<file path="src/rtl/multicycle_control_pkg.sv">
// Shared encodings for the multicycle MIPS control unit: opcodes, functs,
// ALU operations, FSM states, mux selects and the control-word struct.
package multicycle_control_pkg;

    localparam logic [5:0] OP_RTYPE = 6'b000000;
    localparam logic [5:0] OP_J     = 6'b000010;
    localparam logic [5:0] OP_BEQ   = 6'b000100;
    localparam logic [5:0] OP_ADDI  = 6'b001000;
    localparam logic [5:0] OP_LW    = 6'b100011;
    localparam logic [5:0] OP_SW    = 6'b101011;

    localparam logic [5:0] FN_ADD = 6'b100000;
    localparam logic [5:0] FN_SUB = 6'b100010;
    localparam logic [5:0] FN_AND = 6'b100100;
    localparam logic [5:0] FN_OR  = 6'b100101;
    localparam logic [5:0] FN_NOR = 6'b100111;
    localparam logic [5:0] FN_SLT = 6'b101010;

    typedef enum logic [3:0] {
        ALU_AND = 4'b0000,
        ALU_OR  = 4'b0001,
        ALU_ADD = 4'b0010,
        ALU_SUB = 4'b0110,
        ALU_SLT = 4'b0111,
        ALU_NOR = 4'b1100
    } alu_ctl_e;

    typedef enum logic [3:0] {
        S_FETCH     = 4'd0,
        S_DECODE    = 4'd1,
        S_MEM_ADDR  = 4'd2,
        S_MEM_READ  = 4'd3,
        S_MEM_WB    = 4'd4,
        S_MEM_WRITE = 4'd5,
        S_R_EXEC    = 4'd6,
        S_R_WB      = 4'd7,
        S_BRANCH    = 4'd8,
        S_ADDI_EXEC = 4'd9,
        S_ADDI_WB   = 4'd10,
        S_JUMP      = 4'd11
    } state_e;

    localparam logic [1:0] SRCB_RDB     = 2'b00;
    localparam logic [1:0] SRCB_FOUR    = 2'b01;
    localparam logic [1:0] SRCB_IMM     = 2'b10;
    localparam logic [1:0] SRCB_IMM_SH2 = 2'b11;

    localparam logic [1:0] PCSRC_ALU    = 2'b00;
    localparam logic [1:0] PCSRC_ALUOUT = 2'b01;
    localparam logic [1:0] PCSRC_JUMP   = 2'b10;

    typedef struct packed {
        logic       pc_write;
        logic       ir_write;
        logic       mem_read;
        logic       mem_write;
        logic       i_or_d;
        logic       reg_write;
        logic       reg_dst;
        logic       mem_to_reg;
        logic       alu_src_a;
        logic [1:0] alu_src_b;
        logic [1:0] pc_source;
        alu_ctl_e   alu_control;
    } ctrl_t;

    // Control word shown while reset is held: FETCH selects, every enable off.
    function automatic ctrl_t reset_ctrl();
        ctrl_t c;
        c             = '0;
        c.alu_src_b   = SRCB_FOUR;
        c.alu_control = ALU_ADD;
        return c;
    endfunction

endpackage

</file>
<file path="src/rtl/multicycle_control_if.sv">
// Control bus between the multicycle control unit (master) and the data path (slave).
interface multicycle_control_if #(parameter int CNT_W = 32);
    logic [5:0]       Opcode;
    logic [5:0]       Funct;
    logic             Zero;
    logic             PCWrite;
    logic             IRWrite;
    logic             MemRead;
    logic             MemWrite;
    logic             IorD;
    logic             RegWrite;
    logic             RegDst;
    logic             MemToReg;
    logic             ALUSrcA;
    logic [1:0]       ALUSrcB;
    logic [1:0]       PCSource;
    logic [3:0]       ALUControl;
    logic             Illegal;
    logic [3:0]       State;
    logic [CNT_W-1:0] InstrCount;

    modport master (
        input  Opcode, Funct, Zero,
        output PCWrite, IRWrite, MemRead, MemWrite, IorD, RegWrite, RegDst,
               MemToReg, ALUSrcA, ALUSrcB, PCSource, ALUControl, Illegal,
               State, InstrCount
    );

    modport slave (
        output Opcode, Funct, Zero,
        input  PCWrite, IRWrite, MemRead, MemWrite, IorD, RegWrite, RegDst,
               MemToReg, ALUSrcA, ALUSrcB, PCSource, ALUControl, Illegal,
               State, InstrCount
    );
endinterface

</file>
<file path="src/rtl/multicycle_control_alu_decoder.sv">
// R-type funct decoder: maps Funct to an ALU operation and flags unsupported functs.
module alu_decoder
    import multicycle_control_pkg::*;
(
    input  logic [5:0] funct,
    output alu_ctl_e   alu_control,
    output logic       illegal
);
    // NOTE: every output gets a default before the case so no path leaves it unassigned (no latch).
    always_comb begin
        alu_control = ALU_ADD;
        illegal     = 1'b0;
        case (funct)
            FN_ADD:  alu_control = ALU_ADD;
            FN_SUB:  alu_control = ALU_SUB;
            FN_AND:  alu_control = ALU_AND;
            FN_OR:   alu_control = ALU_OR;
            FN_SLT:  alu_control = ALU_SLT;
            FN_NOR:  alu_control = ALU_NOR;
            default: illegal     = 1'b1;
        endcase
    end
endmodule

</file>
<file path="src/rtl/multicycle_control.sv">
// Multicycle MIPS main control: Moore FSM sequencing fetch/decode/execute/memory/
// writeback, output decode, and a retired-instruction counter.
module multicycle_control
    import multicycle_control_pkg::*;
#(
    parameter int CNT_W = 32
) (
    input  logic                 clock,
    input  logic                 reset,
    multicycle_control_if.master bus
);
    state_e           state_q, state_d;
    logic [CNT_W-1:0] instr_count_q, instr_count_d;
    ctrl_t            ctl;
    logic             illegal;
    logic             retire;
    alu_ctl_e         dec_alu_control;
    logic             dec_illegal;

    alu_decoder u_alu_decoder (
        .funct       (bus.Funct),
        .alu_control (dec_alu_control),
        .illegal     (dec_illegal)
    );

    always_comb begin
        state_d = S_FETCH;
        ctl     = '0;
        illegal = 1'b0;
        retire  = 1'b0;
        case (state_q)
            S_FETCH: begin
                ctl.mem_read    = 1'b1;
                ctl.ir_write    = 1'b1;
                ctl.alu_src_b   = SRCB_FOUR;
                ctl.alu_control = ALU_ADD;
                ctl.pc_source   = PCSRC_ALU;
                ctl.pc_write    = 1'b1;
                state_d         = S_DECODE;
            end
            S_DECODE: begin
                ctl.alu_src_b   = SRCB_IMM_SH2;
                ctl.alu_control = ALU_ADD;
                case (bus.Opcode)
                    OP_LW, OP_SW: state_d = S_MEM_ADDR;
                    OP_RTYPE:     state_d = S_R_EXEC;
                    OP_BEQ:       state_d = S_BRANCH;
                    OP_ADDI:      state_d = S_ADDI_EXEC;
                    OP_J:         state_d = S_JUMP;
                    default:      illegal = 1'b1;
                endcase
            end
            S_MEM_ADDR: begin
                ctl.alu_src_a   = 1'b1;
                ctl.alu_src_b   = SRCB_IMM;
                ctl.alu_control = ALU_ADD;
                state_d         = (bus.Opcode == OP_SW) ? S_MEM_WRITE : S_MEM_READ;
            end
            S_MEM_READ: begin
                ctl.mem_read = 1'b1;
                ctl.i_or_d   = 1'b1;
                state_d      = S_MEM_WB;
            end
            S_MEM_WB: begin
                ctl.reg_write  = 1'b1;
                ctl.mem_to_reg = 1'b1;
                retire         = 1'b1;
            end
            S_MEM_WRITE: begin
                ctl.mem_write = 1'b1;
                ctl.i_or_d    = 1'b1;
                retire        = 1'b1;
            end
            S_R_EXEC: begin
                ctl.alu_src_a   = 1'b1;
                ctl.alu_src_b   = SRCB_RDB;
                ctl.alu_control = dec_alu_control;
                illegal         = dec_illegal;
                state_d         = dec_illegal ? S_FETCH : S_R_WB;
            end
            S_R_WB: begin
                ctl.reg_write = 1'b1;
                ctl.reg_dst   = 1'b1;
                retire        = 1'b1;
            end
            S_BRANCH: begin
                ctl.alu_src_a   = 1'b1;
                ctl.alu_src_b   = SRCB_RDB;
                ctl.alu_control = ALU_SUB;
                ctl.pc_source   = PCSRC_ALUOUT;
                ctl.pc_write    = bus.Zero;
                retire          = 1'b1;
            end
            S_ADDI_EXEC: begin
                ctl.alu_src_a   = 1'b1;
                ctl.alu_src_b   = SRCB_IMM;
                ctl.alu_control = ALU_ADD;
                state_d         = S_ADDI_WB;
            end
            S_ADDI_WB: begin
                ctl.reg_write = 1'b1;
                retire        = 1'b1;
            end
            S_JUMP: begin
                ctl.pc_source = PCSRC_JUMP;
                ctl.pc_write  = 1'b1;
                retire        = 1'b1;
            end
            default: ;
        endcase

        // Reset overrides the state decode so no write fires in the abort cycle.
        if (reset) begin
            ctl     = reset_ctrl();
            illegal = 1'b0;
            retire  = 1'b0;
        end
        instr_count_d = instr_count_q + {{(CNT_W-1){1'b0}}, retire};
    end

    // NOTE: state registers use non-blocking assignments so every flop samples pre-edge values.
    always_ff @(posedge clock) begin
        if (reset) begin
            state_q       <= S_FETCH;
            instr_count_q <= '0;
        end else begin
            state_q       <= state_d;
            instr_count_q <= instr_count_d;
        end
    end

    assign bus.PCWrite    = ctl.pc_write;
    assign bus.IRWrite    = ctl.ir_write;
    assign bus.MemRead    = ctl.mem_read;
    assign bus.MemWrite   = ctl.mem_write;
    assign bus.IorD       = ctl.i_or_d;
    assign bus.RegWrite   = ctl.reg_write;
    assign bus.RegDst     = ctl.reg_dst;
    assign bus.MemToReg   = ctl.mem_to_reg;
    assign bus.ALUSrcA    = ctl.alu_src_a;
    assign bus.ALUSrcB    = ctl.alu_src_b;
    assign bus.PCSource   = ctl.pc_source;
    assign bus.ALUControl = ctl.alu_control;
    assign bus.Illegal    = illegal;
    assign bus.State      = state_q;
    assign bus.InstrCount = instr_count_q;
endmodule

</file>
<file path="src/flat_wrapper.sv">
// flat-port wrapper written by rule: the top's interface ports become plain ports
module multicycle_control_flat import multicycle_control_pkg::*;
#(
    parameter int CNT_W = 32
)
  (clock, reset, bus_Opcode, bus_Funct, bus_Zero, bus_PCWrite, bus_IRWrite, bus_MemRead, bus_MemWrite, bus_IorD, bus_RegWrite, bus_RegDst, bus_MemToReg, bus_ALUSrcA, bus_ALUSrcB, bus_PCSource, bus_ALUControl, bus_Illegal, bus_State, bus_InstrCount);
  multicycle_control_if #(.CNT_W(CNT_W)) bus_i ();
  input  logic clock;
  input  logic reset;
  input wire logic [$bits(bus_i.Opcode)-1:0] bus_Opcode;
  input wire logic [$bits(bus_i.Funct)-1:0] bus_Funct;
  input wire logic [$bits(bus_i.Zero)-1:0] bus_Zero;
  output wire logic [$bits(bus_i.PCWrite)-1:0] bus_PCWrite;
  output wire logic [$bits(bus_i.IRWrite)-1:0] bus_IRWrite;
  output wire logic [$bits(bus_i.MemRead)-1:0] bus_MemRead;
  output wire logic [$bits(bus_i.MemWrite)-1:0] bus_MemWrite;
  output wire logic [$bits(bus_i.IorD)-1:0] bus_IorD;
  output wire logic [$bits(bus_i.RegWrite)-1:0] bus_RegWrite;
  output wire logic [$bits(bus_i.RegDst)-1:0] bus_RegDst;
  output wire logic [$bits(bus_i.MemToReg)-1:0] bus_MemToReg;
  output wire logic [$bits(bus_i.ALUSrcA)-1:0] bus_ALUSrcA;
  output wire logic [$bits(bus_i.ALUSrcB)-1:0] bus_ALUSrcB;
  output wire logic [$bits(bus_i.PCSource)-1:0] bus_PCSource;
  output wire logic [$bits(bus_i.ALUControl)-1:0] bus_ALUControl;
  output wire logic [$bits(bus_i.Illegal)-1:0] bus_Illegal;
  output wire logic [$bits(bus_i.State)-1:0] bus_State;
  output wire logic [$bits(bus_i.InstrCount)-1:0] bus_InstrCount;
  assign bus_i.Opcode = bus_Opcode;
  assign bus_i.Funct = bus_Funct;
  assign bus_i.Zero = bus_Zero;
  assign bus_PCWrite = bus_i.PCWrite;
  assign bus_IRWrite = bus_i.IRWrite;
  assign bus_MemRead = bus_i.MemRead;
  assign bus_MemWrite = bus_i.MemWrite;
  assign bus_IorD = bus_i.IorD;
  assign bus_RegWrite = bus_i.RegWrite;
  assign bus_RegDst = bus_i.RegDst;
  assign bus_MemToReg = bus_i.MemToReg;
  assign bus_ALUSrcA = bus_i.ALUSrcA;
  assign bus_ALUSrcB = bus_i.ALUSrcB;
  assign bus_PCSource = bus_i.PCSource;
  assign bus_ALUControl = bus_i.ALUControl;
  assign bus_Illegal = bus_i.Illegal;
  assign bus_State = bus_i.State;
  assign bus_InstrCount = bus_i.InstrCount;
  multicycle_control #(.CNT_W(CNT_W)) u_core (.clock(clock), .reset(reset), .bus(bus_i));
endmodule
</file>
<file path="config.mk">
export PLATFORM = sky130hd
export DESIGN_NAME = multicycle_control_flat
export DESIGN_NICKNAME = d
export VERILOG_FILES = /design/src/rtl/multicycle_control_pkg.sv /design/src/rtl/multicycle_control_if.sv /design/src/rtl/multicycle_control_alu_decoder.sv /design/src/rtl/multicycle_control.sv /design/src/flat_wrapper.sv
export SDC_FILE = /design/constraint.sdc
export NUM_CORES = 1
export LEC_CHECK = 0
export CAP_MARGIN = 20
export CORE_MARGIN = 2
export CORE_UTILIZATION = 45
export CTS_CLUSTER_DIAMETER = 100
export DETAILED_ROUTE_END_ITERATION = 6
export PLACE_DENSITY = 0.79
export SLEW_MARGIN = 20
export SYNTH_ARGS = -nofsm -noshare
export SYNTH_HDL_FRONTEND = slang
export SYNTH_SLANG_ARGS = --single-unit
</file>
<file path="constraint.sdc">
create_clock -name clock -period 3.1 [get_ports clock]
set_input_delay 0.465 -clock clock [delete_from_list [all_inputs] [get_ports clock]]
set_output_delay 0.465 -clock clock [all_outputs]
set_load 0.005 [all_outputs]
</file>
# Word-level counts from Yosys, hierarchy flattened
# Index checks and enable logic that the tools add are counted.
# word_totals
register_bits	36
out_inout_bits	54
in_bits	15
wordCells	62
# classes
eq_ne	22
n_reduce_logical	13
n_mux	24
addsub	1
# ops
op	n
6-bit == test, second input constant	8
4-bit one-hot mux with 5 select lines	2
32-bit by 1-bit adder with 32-bit output	1
4-bit one-hot mux with 6 select lines	1
6-bit OR reduction	3
17-bit 2-to-1 mux	1
4-bit by 3-bit == test with 1-bit output, second input constant	4
4-bit == test, second input constant	4
1-bit 2-to-1 mux	13
4-bit one-hot mux with 3 select lines	1
2-bit OR reduction	5
4-bit by 2-bit == test with 1-bit output, second input constant	2
4-bit OR reduction	2
6-bit by 2-bit == test with 1-bit output, second input constant	1
6-bit by 3-bit == test with 1-bit output, second input constant	1
6-bit by 4-bit == test with 1-bit output, second input constant	1
6-bit logical NOT	1
3-bit 2-to-1 mux	2
2-bit one-hot mux with 3 select lines	1
4-bit by 1-bit == test with 1-bit output, second input constant	1
4-bit logical NOT	1
1-bit one-hot mux with 2 select lines	2
2-bit one-hot mux with 2 select lines	1
3-bit OR reduction	1

# Longest topological paths before layout
# logic_depth
ltp_word	5
mapped_depth	11
depth_no_buf	9

# Modules after synthesis
# From an unflattened synthesis, not the netlist that was laid out.
# unflattened
cells_unflattened	262
hier_area_um2	2107.0
# modules_own_cells
mod	instances	cells_per_inst	area_per_inst_um2
multicycle_control	1	248	1993.2
alu_decoder	1	14	113.9

# Worst setup path before layout
# No wires, ideal clock.
# synth_timing
kind	register to register
startpoint	register u_core.state_q[1] (netlist: u_core.bus.State[1])
endpoint	register u_core.instr_count_q[16] (netlist: u_core.bus.InstrCount[16])
slack_ns	0.492
required_time_ns	3.030
t_arrival_ns	2.537
stages_incl_launch_ff	12
cell_sequence	dfxtp_1 clkbuf_1 nand2b_1 a21oi_1 a211oi_1 ha_1 ha_1 nand3_1 nand4b_1 clkbuf_1 or3_1 a21oi_1
# synth_between
elab_chain_len	5
elab_cells_between_ends	10
# synth_rtl
item	line_no	rtl
start, declared	multicycle_control.sv:12	state_e state_q, state_d;
start signal, assigned	multicycle_control.sv:127	state_q <= state_d;
4-bit by 3-bit == test with 1-bit output / 4-bit == test (equally long branches)	multicycle_control.sv:31	case (state_q)
6-bit OR reduction (no line) (*)	--	
1-bit 2-to-1 mux (*)	multicycle_control.sv:31	
1-bit 2-to-1 mux (*)	multicycle_control.sv:113	if (reset) begin
32-bit by 1-bit adder with 32-bit output (*)	multicycle_control.sv:118	instr_count_d = instr_count_q + {{(CNT_W-1){1'b0}}, retire};
end signal, assigned	multicycle_control.sv:128	instr_count_q <= instr_count_d;
end, declared	multicycle_control.sv:13	logic [CNT_W-1:0] instr_count_q, instr_count_d;
# Every way passes the cells marked *; elsewhere a longest branch is shown, timed or not.
# A chain may end at the register's enable or synchronous reset.

# Worst setup path after layout
# layout_timing
startpoint	input reset
endpoint	output bus_MemRead
# layout_between
elab_chain_len	1
# layout_rtl
item	line_no	rtl
start, declared	flat_wrapper.sv:9	input logic reset;
17-bit 2-to-1 mux	multicycle_control.sv:113	
end, declared	flat_wrapper.sv:15	output wire logic [$bits(bus_i.MemRead)-1:0] bus_MemRead;
# Every way passes these cells.

==> run_results.csv <==
group,metric,value,unit
sta,grt_setup_unrepaired,"false",
yosys,synth_top_family_by_area,"simple AND/OR/NAND/NOR gates",
placement,place_area,2800,um2
cells_and_area,n_antenna_cell,0,
grt,grt_use_met1,25.8,%
yosys,avgSynthCellArea,7.94,um2
floorplanning,std_cell_rows,24,
floorplanning,die_x,72.0,um
placement,detailed_place_hpwl,3.90,mm
worst_setup_path,path_class,"in -> out",
worst_setup_path,reg2reg_depth,11,
route,wirelength,5.37,mm
yosys,yosys.area.top_type_share,34.7,%
sta,layout_worst_path_cycle_share,88.2,%
pwr,pwr_density_cell,306,nW/um2
floorplanning,core,4410,um2
sta,max_freq,0.366,GHz
grt,grt_usage,21.1,%
sta,drv_slew,0,
min_path,hold_path_class,"reg -> reg",
grt,grtUsageMet2,35.9,%
yosys,ys_seq_elements,36,
grt,first_global_vias,2029,
grt,met3_usage,5.69,%
sta,final-hold-violation-count,0,
sta,fin_setup_tns,0,ns
min_path,whs_path_depth,2,
grt,grt-busiest-layer,"met2",
worst_setup_path,arrival,2.27,ns
placement,io_buffers,68,
yosys,muxShareOfSynthArea,0.542,%
cells_and_area,final_layout_size_suffix_gt1_share,7.58,%
yosys,synth_cell_types,47,
clock_network,cts_tree,"done",
clock_network,ctsResizeCount,0,
yosys,syn_area,2080,um2
route,vias,2205,
yosys,synth-simple-area-share,32.6,%
grt,grt_max_degree,38,
run,cap_violations,0,
route,wl_per_cell,14.1,um
pwr,p_int,669,uW
route,drc_errors,0,
floorplanning,pin_count,69,
pwr,switching_power,217,uW
cells_and_area,final_cell_mix,"clkdlybuf4s50_1 (68), dfxtp_1 (36), a21oi_1 (23)",
yosys,synth-adder-area-share,1.20,%
cells_and_area,area_growth,38.9,%
worst_setup_path,startpoint_type,"primary input",
sta,fin_crit,2.73,ns
status,status,"finished, final reports clean",
yosys,syn_nets,279,
pwr,p_seq_share,52.7,%
pwr,swShare,24.5,%
floorplanning,dieArea,5180,um2
floorplanning,fp.dieH,72.0,um
cells_and_area,layout.nets,346,
clock_network,cts_num_sinks,36,
route,vias_per_cell,5.77,
yosys,ys_seq_area_share,34.7,%
sta,max-slew-margin-rel,74.1,%
route,drtIter0Drc,149,
clock_network,cts_root_buf,"clkbuf_8",
clock_network,path_clk_slew,0.07,ns
placement,place.gp.congestion,0.876,
yosys,synth_edf_count,0,
worst_setup_path,end_kind,"primary output",
sta,finClkSkew,0.00971,ns
yosys,netlist_instances,262,
clock_network,ctsLongestPathBuffers,2,
pwr,ir_drop,0.149,mV
sta,setup_viol,0,
sta,worstMarginPinSlew,0.379,ns
clock_network,cts_buffers,5,
floorplanning,start_util,47.1,%
yosys,synth-xor-area-share,6.32,%
cells_and_area,finalInstanceArea,2890,um2
worst_setup_path,critical_path.max_fanout,37,
grt,antenna_found_initial,0,
cells_and_area,layout_commonest_cell,"clkdlybuf4s50_1",
yosys,synthArstFlopShare,0,%
grt,gr-total-overflow,0,
clock_network,post_cts_buffers,0,
yosys,synth-compound-area-share,18.9,%
yosys,synth_area_leaders,"dfxtp_1 (35%), a21oi_1 (5.5%), xor2_1 (4.2%), or4_1 (4.0%), or3_1 (3.6%)",
pwr,power_frac_comb,10.4,%
yosys,yosys_warnings,0,
pwr,p_leak,0.000926,uW
clock_network,clk_latency,0.29,ns
route,antenna_left,0,
worst_setup_path,required,2.63,ns
yosys,synthFlopType,"dfxtp_1",
pwr,pwr-share-clk,36.9,%
grt,grt_first_pass_wirelength,8.84,mm
clock_network,ctsHtreeMaxLevel,2,
route,first_pass_iters,4,
yosys,yosys.area.top_type,"dfxtp_1",
clock_network,postCtsHoldBufs,0,
[synth_stat cells, drive strengths merged (2+ instances only)]
| cell | instances |
|---|---|
| o21ai | 13 |
| or4 | 11 |
| nor3 | 10 |
| a21oi | 23 |
| or3 | 13 |
| or2 | 2 |
| ha | 2 |
| o31ai | 9 |
| nor2b | 5 |
| nand3 | 14 |
| o41ai | 2 |
| clkbuf | 13 |
| xnor2 | 5 |
| nor4 | 4 |
| o32a | 2 |
| and4 | 3 |
| nand4b | 3 |
| nor3b | 2 |
| and3 | 4 |
| nor2 | 19 |
| xor2 | 10 |
| nand4 | 6 |
| dfxtp | 36 |
| a41oi | 2 |
| inv | 6 |
| a211oi | 3 |
| o21bai | 2 |
| buf | 5 |
| nand2 | 17 |
| nand2b | 5 |
[registers in the layout, summed over array words and instances, names as in the netlist]
signal / flops
u_core.bus.State: 4
u_core.bus.InstrCount: 32
[worst max-delay path, stage by stage]
cell	delay, ns
clkdlybuf4s50_1	0.44
buf_4	0.18
buf_4	0.25
nor4_1	0.35
clkdlybuf4s50_1	0.57
[stage by stage]
step	setup slack [ns]	hold slack (ns)	cells	util, %	total power (uW)
2_1_floorplan	0.492	0.468	262	-	521
3_3_place_gp	0.439	0.462	374	63.5	568
3_5_place_dp	0.406	0.477	374	63.5	568
4_1_cts	0.394	0.487	382	65.4	892
5_1_grt	0.260	0.514	382	65.4	925
6_report	0.367	0.484	382	65.4	885
[path summary, 6_finish.rpt]
path | endpoint | from | slack (ns)
setup / recovery | bus_MemRead | reset | 0.37
hold / removal | u_core.bus.InstrCount[31] | u_core.bus.InstrCount[31] | 0.48
setup reg to reg | u_core.bus.InstrCount[20] | u_core.bus.State[1] | 0.56
hold reg to reg | u_core.bus.InstrCount[31] | u_core.bus.InstrCount[31] | 0.48
[routing by layer]
layer,wire (um),up-vias
li1,-,1103
met1,2410,1024
met2,2540,71
met3,338,7
met4,78,0
met5,0,-
[cell type report]
| class | count | area, um2 |
|---|---|---|
| multi-input cells | 202 | 1240 |
| repair buffers | 78 | 756 |
| clock inverters | 3 | 18.8 |
| clock buffers | 5 | 68.8 |
| well taps | 52 | 65.1 |
| flip-flops and latches | 36 | 721 |
| inverters | 6 | 22.5 |
| fillers | 393 | 1530 |
[power groups by stage]
stage	Sequential, uW	Combinational (uW)	Clock, uW
2_1_floorplan	477	44.9	0
3_3_place_gp	477	90.6	0
3_5_place_dp	477	90.6	0
4_1_cts	467	91.3	334
5_1_grt	467	100	358
6_report	467	91.9	327
[logic make-up (layout without fill, tap and decap cells)]
logic type      after synthesis  in the layout
mux                           1              1
xor+xnor                     15             15
compound gates               63             63
buf+inv                      24             92
simple gates                121            121
fa+ha+maj                     2              2
flops                        36             36
No activity file was read; power rests on OpenSTA's default activity.
